**src/rtl/y86_pkg.sv**
```systemverilog
// Y86-64 encodings shared by the execute stage and its helpers.
// No logic, constants only.
// Not applicable (no handshake).
package y86_pkg;

  // icode values
  localparam logic [3:0] I_HALT   = 4'h0;
  localparam logic [3:0] I_NOP    = 4'h1;
  localparam logic [3:0] I_CMOVQ  = 4'h2;
  localparam logic [3:0] I_IRMOVQ = 4'h3;
  localparam logic [3:0] I_RMMOVQ = 4'h4;
  localparam logic [3:0] I_MRMOVQ = 4'h5;
  localparam logic [3:0] I_OPQ    = 4'h6;
  localparam logic [3:0] I_JXX    = 4'h7;
  localparam logic [3:0] I_CALL   = 4'h8;
  localparam logic [3:0] I_RET    = 4'h9;
  localparam logic [3:0] I_PUSHQ  = 4'hA;
  localparam logic [3:0] I_POPQ   = 4'hB;

  // OPq function codes
  localparam logic [3:0] ALU_ADD = 4'h0;
  localparam logic [3:0] ALU_SUB = 4'h1;
  localparam logic [3:0] ALU_AND = 4'h2;
  localparam logic [3:0] ALU_XOR = 4'h3;

  // cmovXX / jXX condition codes
  localparam logic [3:0] C_YES = 4'h0;
  localparam logic [3:0] C_LE  = 4'h1;
  localparam logic [3:0] C_L   = 4'h2;
  localparam logic [3:0] C_E   = 4'h3;
  localparam logic [3:0] C_NE  = 4'h4;
  localparam logic [3:0] C_GE  = 4'h5;
  localparam logic [3:0] C_G   = 4'h6;

  // bit positions inside the {ZF,SF,OF} register
  localparam int CC_ZF = 2;
  localparam int CC_SF = 1;
  localparam int CC_OF = 0;

  // value the condition-code register takes out of reset
  localparam logic [2:0] CC_RESET = 3'b100;

endpackage

```
**src/rtl/execute_pipe_if.sv**
```systemverilog
// Handshake and data bundle between decode, execute and memory stages.
// No latency of its own; signals are plain wires.
// in_valid/in_ready upstream, out_valid/out_ready downstream.
interface execute_pipe_if #(
  parameter int WIDTH = 64,
  parameter int TAG_W = 8
);

  logic             in_valid;
  logic             in_ready;
  logic [3:0]       in_icode;
  logic [3:0]       in_ifun;
  logic [WIDTH-1:0] in_valA;
  logic [WIDTH-1:0] in_valB;
  logic [WIDTH-1:0] in_valC;
  logic [TAG_W-1:0] in_tag;
  logic             set_cc;
  logic             out_valid;
  logic             out_ready;
  logic [3:0]       out_icode;
  logic [WIDTH-1:0] out_valE;
  logic             out_cnd;
  logic             out_err;
  logic [TAG_W-1:0] out_tag;
  logic [2:0]       cc;

  // environment side: drives instructions, consumes results
  modport master (
    output in_valid, in_icode, in_ifun, in_valA, in_valB, in_valC, in_tag,
    output set_cc, out_ready,
    input  in_ready, out_valid, out_icode, out_valE, out_cnd, out_err,
    input  out_tag, cc
  );

  // execute stage side
  modport slave (
    input  in_valid, in_icode, in_ifun, in_valA, in_valB, in_valC, in_tag,
    input  set_cc, out_ready,
    output in_ready, out_valid, out_icode, out_valE, out_cnd, out_err,
    output out_tag, cc
  );

endinterface

```
**src/rtl/cond_eval.sv**
```systemverilog
// Evaluates a cmovXX/jXX condition against {ZF,SF,OF}.
// Purely combinational, zero latency.
// No handshake; illegal ifun forces cnd=0.
module cond_eval
  import y86_pkg::*;
(
  input  logic [3:0] ifun,
  input  logic [2:0] cc,
  output logic       cnd,
  output logic       illegal
);

  logic zf, sf, of_;

  assign zf  = cc[CC_ZF];
  assign sf  = cc[CC_SF];
  assign of_ = cc[CC_OF];

  // decode the condition; anything beyond C_G is not a Y86 condition
  always_comb begin
    cnd     = 1'b0;
    illegal = 1'b0;
    case (ifun)
      C_YES:   cnd = 1'b1;
      C_LE:    cnd = (sf ^ of_) | zf;
      C_L:     cnd = sf ^ of_;
      C_E:     cnd = zf;
      C_NE:    cnd = ~zf;
      C_GE:    cnd = ~(sf ^ of_);
      C_G:     cnd = ~(sf ^ of_) & ~zf;
      default: illegal = 1'b1;
    endcase
  end

endmodule

```
**src/rtl/execute_pipe.sv**
```systemverilog
// Y86-64 execute stage: computes valE, evaluates cnd, owns the CC register.
// Latency 1: an accepted instruction's result is visible the next cycle.
// One-entry output register; in_ready = !out_valid || out_ready, so full throughput.
module execute_pipe
  import y86_pkg::*;
#(
  parameter int WIDTH      = 64,
  parameter int STACK_STEP = 8,
  parameter int TAG_W      = 8
) (
  input logic           clk,
  input logic           rst_n,
  execute_pipe_if.slave bus
);

  localparam logic [WIDTH-1:0] STEP = WIDTH'(STACK_STEP);
  localparam int               MSB  = WIDTH - 1;

  // output register and architectural state
  logic             out_valid_q;
  logic [3:0]       out_icode_q;
  logic [WIDTH-1:0] out_valE_q;
  logic             out_cnd_q;
  logic             out_err_q;
  logic [TAG_W-1:0] out_tag_q;
  logic [2:0]       cc_q;

  // next-state values for the instruction currently on the inputs
  logic             in_ready;
  logic             accept;
  logic [WIDTH-1:0] vale_n;
  logic             cnd_n;
  logic             err_n;
  logic             cc_we;
  logic [2:0]       cc_n;
  logic             cond_raw;
  logic             cond_ill;

  assign in_ready = !out_valid_q || bus.out_ready;
  assign accept   = bus.in_valid && in_ready;

  cond_eval u_cond_eval (
    .ifun    (bus.in_ifun),
    .cc      (cc_q),
    .cnd     (cond_raw),
    .illegal (cond_ill)
  );

  // per-class valE selection, error detection and the OPq flag computation
  always_comb begin
    vale_n = '0;
    cnd_n  = 1'b0;
    err_n  = 1'b0;
    cc_we  = 1'b0;
    cc_n   = cc_q;
    case (bus.in_icode)
      I_HALT, I_NOP: vale_n = '0;
      I_CMOVQ: begin
        err_n  = cond_ill;
        cnd_n  = cond_raw && !cond_ill;
        vale_n = cond_ill ? '0 : bus.in_valA;
      end
      I_JXX: begin
        err_n = cond_ill;
        cnd_n = cond_raw && !cond_ill;
      end
      I_IRMOVQ:          vale_n = bus.in_valC;
      I_RMMOVQ, I_MRMOVQ: vale_n = bus.in_valB + bus.in_valC;
      I_CALL, I_PUSHQ:   vale_n = bus.in_valB - STEP;
      I_RET, I_POPQ:     vale_n = bus.in_valB + STEP;
      I_OPQ: begin
        case (bus.in_ifun)
          ALU_ADD: vale_n = bus.in_valB + bus.in_valA;
          ALU_SUB: vale_n = bus.in_valB - bus.in_valA;
          ALU_AND: vale_n = bus.in_valB & bus.in_valA;
          ALU_XOR: vale_n = bus.in_valB ^ bus.in_valA;
          default: err_n  = 1'b1;
        endcase
        // flags only follow a legal OPq that downstream has not cancelled
        cc_we        = !err_n && bus.set_cc;
        cc_n[CC_ZF]  = (vale_n == '0);
        cc_n[CC_SF]  = vale_n[MSB];
        cc_n[CC_OF]  = 1'b0;
        if (bus.in_ifun == ALU_ADD)
          cc_n[CC_OF] = (bus.in_valA[MSB] == bus.in_valB[MSB]) &&
                        (vale_n[MSB] != bus.in_valA[MSB]);
        else if (bus.in_ifun == ALU_SUB)
          cc_n[CC_OF] = (bus.in_valB[MSB] != bus.in_valA[MSB]) &&
                        (vale_n[MSB] != bus.in_valB[MSB]);
      end
      default: err_n = 1'b1;
    endcase
  end

  // one-entry result register: load on accept, drain when downstream takes it
  always_ff @(posedge clk or negedge rst_n) begin
    if (!rst_n) begin
      out_valid_q <= 1'b0;
      out_icode_q <= '0;
      out_valE_q  <= '0;
      out_cnd_q   <= 1'b0;
      out_err_q   <= 1'b0;
      out_tag_q   <= '0;
    end else if (accept) begin
      out_valid_q <= 1'b1;
      out_icode_q <= bus.in_icode;
      out_valE_q  <= vale_n;
      out_cnd_q   <= cnd_n;
      out_err_q   <= err_n;
      out_tag_q   <= bus.in_tag;
    end else if (bus.out_ready) begin
      out_valid_q <= 1'b0;
    end
  end

  // condition codes change only on the edge that accepts a flag-setting OPq
  always_ff @(posedge clk or negedge rst_n) begin
    if (!rst_n)
      cc_q <= CC_RESET;
    else if (accept && cc_we)
      cc_q <= cc_n;
  end

  assign bus.in_ready  = in_ready;
  assign bus.out_valid = out_valid_q;
  assign bus.out_icode = out_icode_q;
  assign bus.out_valE  = out_valE_q;
  assign bus.out_cnd   = out_cnd_q;
  assign bus.out_err   = out_err_q;
  assign bus.out_tag   = out_tag_q;
  assign bus.cc        = cc_q;

endmodule

```
**src/flat_wrapper.sv**
```systemverilog
// flat-port wrapper written by rule: the top's interface ports become plain ports
module execute_pipe_flat import y86_pkg::*;
#(
  parameter int WIDTH      = 64,
  parameter int STACK_STEP = 8,
  parameter int TAG_W      = 8
)
  (clk, rst_n, bus_in_valid, bus_in_icode, bus_in_ifun, bus_in_valA, bus_in_valB, bus_in_valC, bus_in_tag, bus_set_cc, bus_out_ready, bus_in_ready, bus_out_valid, bus_out_icode, bus_out_valE, bus_out_cnd, bus_out_err, bus_out_tag, bus_cc);
  execute_pipe_if #(.WIDTH(WIDTH), .TAG_W(TAG_W)) bus_i ();
  input logic clk;
  input logic rst_n;
  input wire logic [$bits(bus_i.in_valid)-1:0] bus_in_valid;
  input wire logic [$bits(bus_i.in_icode)-1:0] bus_in_icode;
  input wire logic [$bits(bus_i.in_ifun)-1:0] bus_in_ifun;
  input wire logic [$bits(bus_i.in_valA)-1:0] bus_in_valA;
  input wire logic [$bits(bus_i.in_valB)-1:0] bus_in_valB;
  input wire logic [$bits(bus_i.in_valC)-1:0] bus_in_valC;
  input wire logic [$bits(bus_i.in_tag)-1:0] bus_in_tag;
  input wire logic [$bits(bus_i.set_cc)-1:0] bus_set_cc;
  input wire logic [$bits(bus_i.out_ready)-1:0] bus_out_ready;
  output wire logic [$bits(bus_i.in_ready)-1:0] bus_in_ready;
  output wire logic [$bits(bus_i.out_valid)-1:0] bus_out_valid;
  output wire logic [$bits(bus_i.out_icode)-1:0] bus_out_icode;
  output wire logic [$bits(bus_i.out_valE)-1:0] bus_out_valE;
  output wire logic [$bits(bus_i.out_cnd)-1:0] bus_out_cnd;
  output wire logic [$bits(bus_i.out_err)-1:0] bus_out_err;
  output wire logic [$bits(bus_i.out_tag)-1:0] bus_out_tag;
  output wire logic [$bits(bus_i.cc)-1:0] bus_cc;
  assign bus_i.in_valid = bus_in_valid;
  assign bus_i.in_icode = bus_in_icode;
  assign bus_i.in_ifun = bus_in_ifun;
  assign bus_i.in_valA = bus_in_valA;
  assign bus_i.in_valB = bus_in_valB;
  assign bus_i.in_valC = bus_in_valC;
  assign bus_i.in_tag = bus_in_tag;
  assign bus_i.set_cc = bus_set_cc;
  assign bus_i.out_ready = bus_out_ready;
  assign bus_in_ready = bus_i.in_ready;
  assign bus_out_valid = bus_i.out_valid;
  assign bus_out_icode = bus_i.out_icode;
  assign bus_out_valE = bus_i.out_valE;
  assign bus_out_cnd = bus_i.out_cnd;
  assign bus_out_err = bus_i.out_err;
  assign bus_out_tag = bus_i.out_tag;
  assign bus_cc = bus_i.cc;
  execute_pipe #(.WIDTH(WIDTH), .STACK_STEP(STACK_STEP), .TAG_W(TAG_W)) u_core (.clk(clk), .rst_n(rst_n), .bus(bus_i));
endmodule
```
**config.mk**
```make
export PLATFORM = sky130hd
export DESIGN_NAME = execute_pipe_flat
export DESIGN_NICKNAME = d
export VERILOG_FILES = /design/src/rtl/y86_pkg.sv /design/src/rtl/execute_pipe_if.sv /design/src/rtl/cond_eval.sv /design/src/rtl/execute_pipe.sv /design/src/flat_wrapper.sv
export SDC_FILE = /design/constraint.sdc
export NUM_CORES = 1
export LEC_CHECK = 0
export BUFFER_PORTS_ARGS = -buffer_cell sky130_fd_sc_hd__buf_2
export CORE_MARGIN = 2
export CORE_UTILIZATION = 32
export DETAILED_ROUTE_END_ITERATION = 16
export PLACE_DENSITY = 0.53
export SLEW_MARGIN = 20
export SYNTH_ARGS = -nofsm -noshare
export SYNTH_HDL_FRONTEND = slang
export SYNTH_HIERARCHICAL = 1
export SYNTH_SLANG_ARGS = --single-unit
```
**constraint.sdc**
```tcl
create_clock -name clk -period 7.4 [get_ports clk]
set_input_delay 1.85 -clock clk [delete_from_list [all_inputs] [get_ports clk]]
set_output_delay 1.85 -clock clk [all_outputs]
set_load 0.01 [all_outputs]
```
==> impl_metrics.tcl <==
set metrics [dict create \
    status "finished clean" \
    power_mw 3.03 \
    cts_buffers 9 \
    min_period_ps 7030 \
    fp.dieArea_um2 63200 \
    drc 0 \
    maxSlewHeadroom_pct 27.1 \
    ctsHoldBuffers 0 \
    postRouteWirelength_mm 95.2 \
    port_buffers 295 \
    synth_cell_types 102 \
    cp-end-kind "flop" \
    fp.coreArea_um2 60500 \
    vias_per_cell 6.21 \
    p_switching_mw 1.51 \
    ys_seq_elements 82 \
    nets 3445 \
    nFillCells 6350 \
    rsz0062_at_grt "no" \
    post-route-util_pct 38.3 \
    setup_viol 0 \
    worstSkewPairLatency_ps 410 \
    final.period_utilization_pct 95.1 \
    layout_commonest_cell "buf_2" \
    drive_gt1_share_pct 19.1 \
    synth_area_per_cell_um2 7.39 \
    clock_skew_ps 13.8 \
    yosys_warnings 6 \
    boundaryPins 296 \
    worstPathArrival_ps 7370 \
    final_max_slew_viol_count 0 \
    p_leak_nw 10.4 \
    overflow 0 \
    hold_path_class "flop to flop" \
    ir_worst_vdd_mv 0.117 \
    cp-start-kind "input port" \
    initial_utilization_pct 32.4 \
    postSynthCellCount 2648 \
    grt_use_total_pct 29.1 \
    routabilityCongestion 0.979 \
    drtAntennaViolNets 0 \
    synth_edf_count 0 \
    cts.sinks 82 \
    maxCapViolations 0 \
    combinationalPowerShare_pct 65.6 \
    cts_tree "built" \
    path_clk_slew_ps 80 \
    grt_antenna_before_repair 5 \
    stdcell_area_um2 23200 \
    cp-startpoint "bus_in_valA[5]" \
    grt_max_degree 77 \
    hold_violations 0 \
    htree_num_levels 3 \
    wl_per_cell_um 25.3 \
    critical_path_class "input port to flop" \
    swShare_pct 50.0 \
    clockPowerShare_pct 16.9 \
    grt_pass1_vias 22300 \
    holdWs_ps 474 \
    hold_start "u_core/bus.out_cnd" \
    die_h_um 251 \
    finalSetupTns_ps 0 \
    multi_input_area_um2 16800 \
    synth_nets 3114 \
    worstPathRequired_ps 7740 \
    tightest_slew_ps 1080 \
    cts.path.max_buffers 2 \
    p_seq_share_pct 17.5 \
    grt_pass1_wl_mm 141 \
    drtPass1Iterations 6 \
    cp_max_fo 5 \
    cts_setup_buffers 0 \
    p_per_area_nw_per_um2 131 \
    dp_hpwl_mm 76.8 \
    max_freq_mhz 142 \
    synth_area_um2 19600 \
    vias 23400 \
    layout_common_cells "buf_2 (293), a21oi_1 (266), nand2_1 (257), ha_1 (250), buf_4 (183)" \
    cts_root_buf "clkbuf_16" \
    rows 90 \
    drt_iter0_drc 2368 \
    place_area_um2 22900 \
    synth_seq_area_share_pct 10.5 \
    r2r-start "u_core/bus.out_valid" \
    p_int_mw 1.51 \
    die_w_um 251 \
    ys.flop_type "dfrtp_1" \
    area_growth_pct 18.4 \
    synthArstFlopShare_pct 100 \
    ff_latch_area_um2 2050 \
]
-- synth_stat cells (20+ instances only) --
library cell,count,area (um^2)
inv_1,57,214
nor3_1,59,295
a222oi_1,46,460
o221ai_1,20,175
nor2_1,159,597
a31oi_1,37,231
nand3_1,43,215
clkbuf_1,141,529
a21o_1,110,826
o21ai_0,154,771
o21bai_1,33,248
dfrtp_1,81,2030
nand2_1,259,972
nand2b_1,23,144
nand4_1,63,394
o211ai_1,34,255
a211oi_1,29,218
xnor2_1,111,972
o22ai_1,22,138
o31ai_1,29,218
a22o_1,22,193
a21oi_1,266,1330
o21a_1,26,195
or3_1,27,169
a22oi_1,23,173
xor2_1,103,902
ha_1,250,3130
mux2i_1,66,661
o21ai_1,44,220
-- stage by stage --
step,std cells,setup WS [ps]
after floorplan,2648,118
after global placement,3750,43.2
after detailed placement,3750,30.0
after CTS,3766,438
after global routing,3768,14.7
final,3770,366
-- metal layers --
layer  GRT usage (%)  vias to the layer above  wire, um
li1                -                    10900         -
met1            40.8                    11300     43600
met2            46.1                     1062     42200
met3            4.28                      126      6920
met4            8.74                        2      2450
met5               0                        -        18
-- registers in the layout, summed over array words and instances (netlist names) --
register / cells
u_core/bus.out_icode: 4
u_core/bus.out_valid: 1
u_core/bus.out_tag: 8
u_core/bus.out_valE: 64
u_core/bus.out_cnd: 1
u_core/bus.cc: 3
u_core/bus.out_err: 1
-- cell families (layout without fill, tap and decap cells) --
kind of cell / count (synthesis) / count (layout) / synth area share [%]
AOI/OAI and AO/OA: 1040 / 1040 / 36.0
xor gates and xnor gates: 214 / 214 / 9.57
adders and majority gates: 253 / 253 / 16.3
buffers and inverters: 215 / 551 / 4.17
DFF: 82 / 82 / 10.5
muxes: 81 / 81 / 4.24
other: 0 / 4 / 0
and+or+nand+nor: 763 / 763 / 19.3
-- worst paths after layout --
kind                                            to  slack (ps)  cells after the start
max                               u_core/bus.cc[2]         370                     26
min                             u_core/bus.out_cnd         470                      2
max reg2reg                       u_core/bus.cc[2]        3560                     13
min reg2reg                     u_core/bus.out_cnd         470                      2
max in group asynchronous  u_core/bus.out_valE[33]        4800                      2
min in group asynchronous  u_core/bus.out_valE[15]        1430                      1
-- critical path, stage by stage --
cell and delay (ps):
buf_2 140, or3_1 440, or3_1 360, nor2_1 110, buf_4 160, nand4_1 100
buf_4 180, nor2_1 160, nand3_1 290, nor2_1 280, nand2_1 200, o21ai_1 200
xor2_1 170, ha_1 270, a21o_1 160, a21oi_1 210, o21a_1 250, nor3_1 60
a311oi_1 300, nand3_1 160, a2111oi_0 370, nand4_1 180, nor4_1 350, buf_4 180
o2111ai_1 100, o21ai_1 140
-- cell type report --
class	instances	area share [%]
well taps	782	4.22
multi-input cells	2351	72.4
flip-flops and latches	82	8.86
clock inverters	7	0.259
repair buffers	477	12.3
inverters	58	0.939
clock buffers	9	0.971
diodes	4	0.0432
-- power groups by stage --
stage | combinational [mW] | clock, mW | sequential (mW)
final | 1.99 | 0.512 | 0.530
after global routing | 2.14 | 0.534 | 0.537
after CTS | 1.95 | 0.523 | 0.530
after detailed placement | 1.94 | 0 | 0.538
after global placement | 1.93 | 0 | 0.536
after floorplan | 1.17 | 0 | 0.560
-- repair_timing --
action,4_1_cts,5_1_grt
endpoints found under the setup margin,0,1
gates resized for setup,0,1
hold endpoints to repair,0,0
Power figures use the tool's default switching activity.
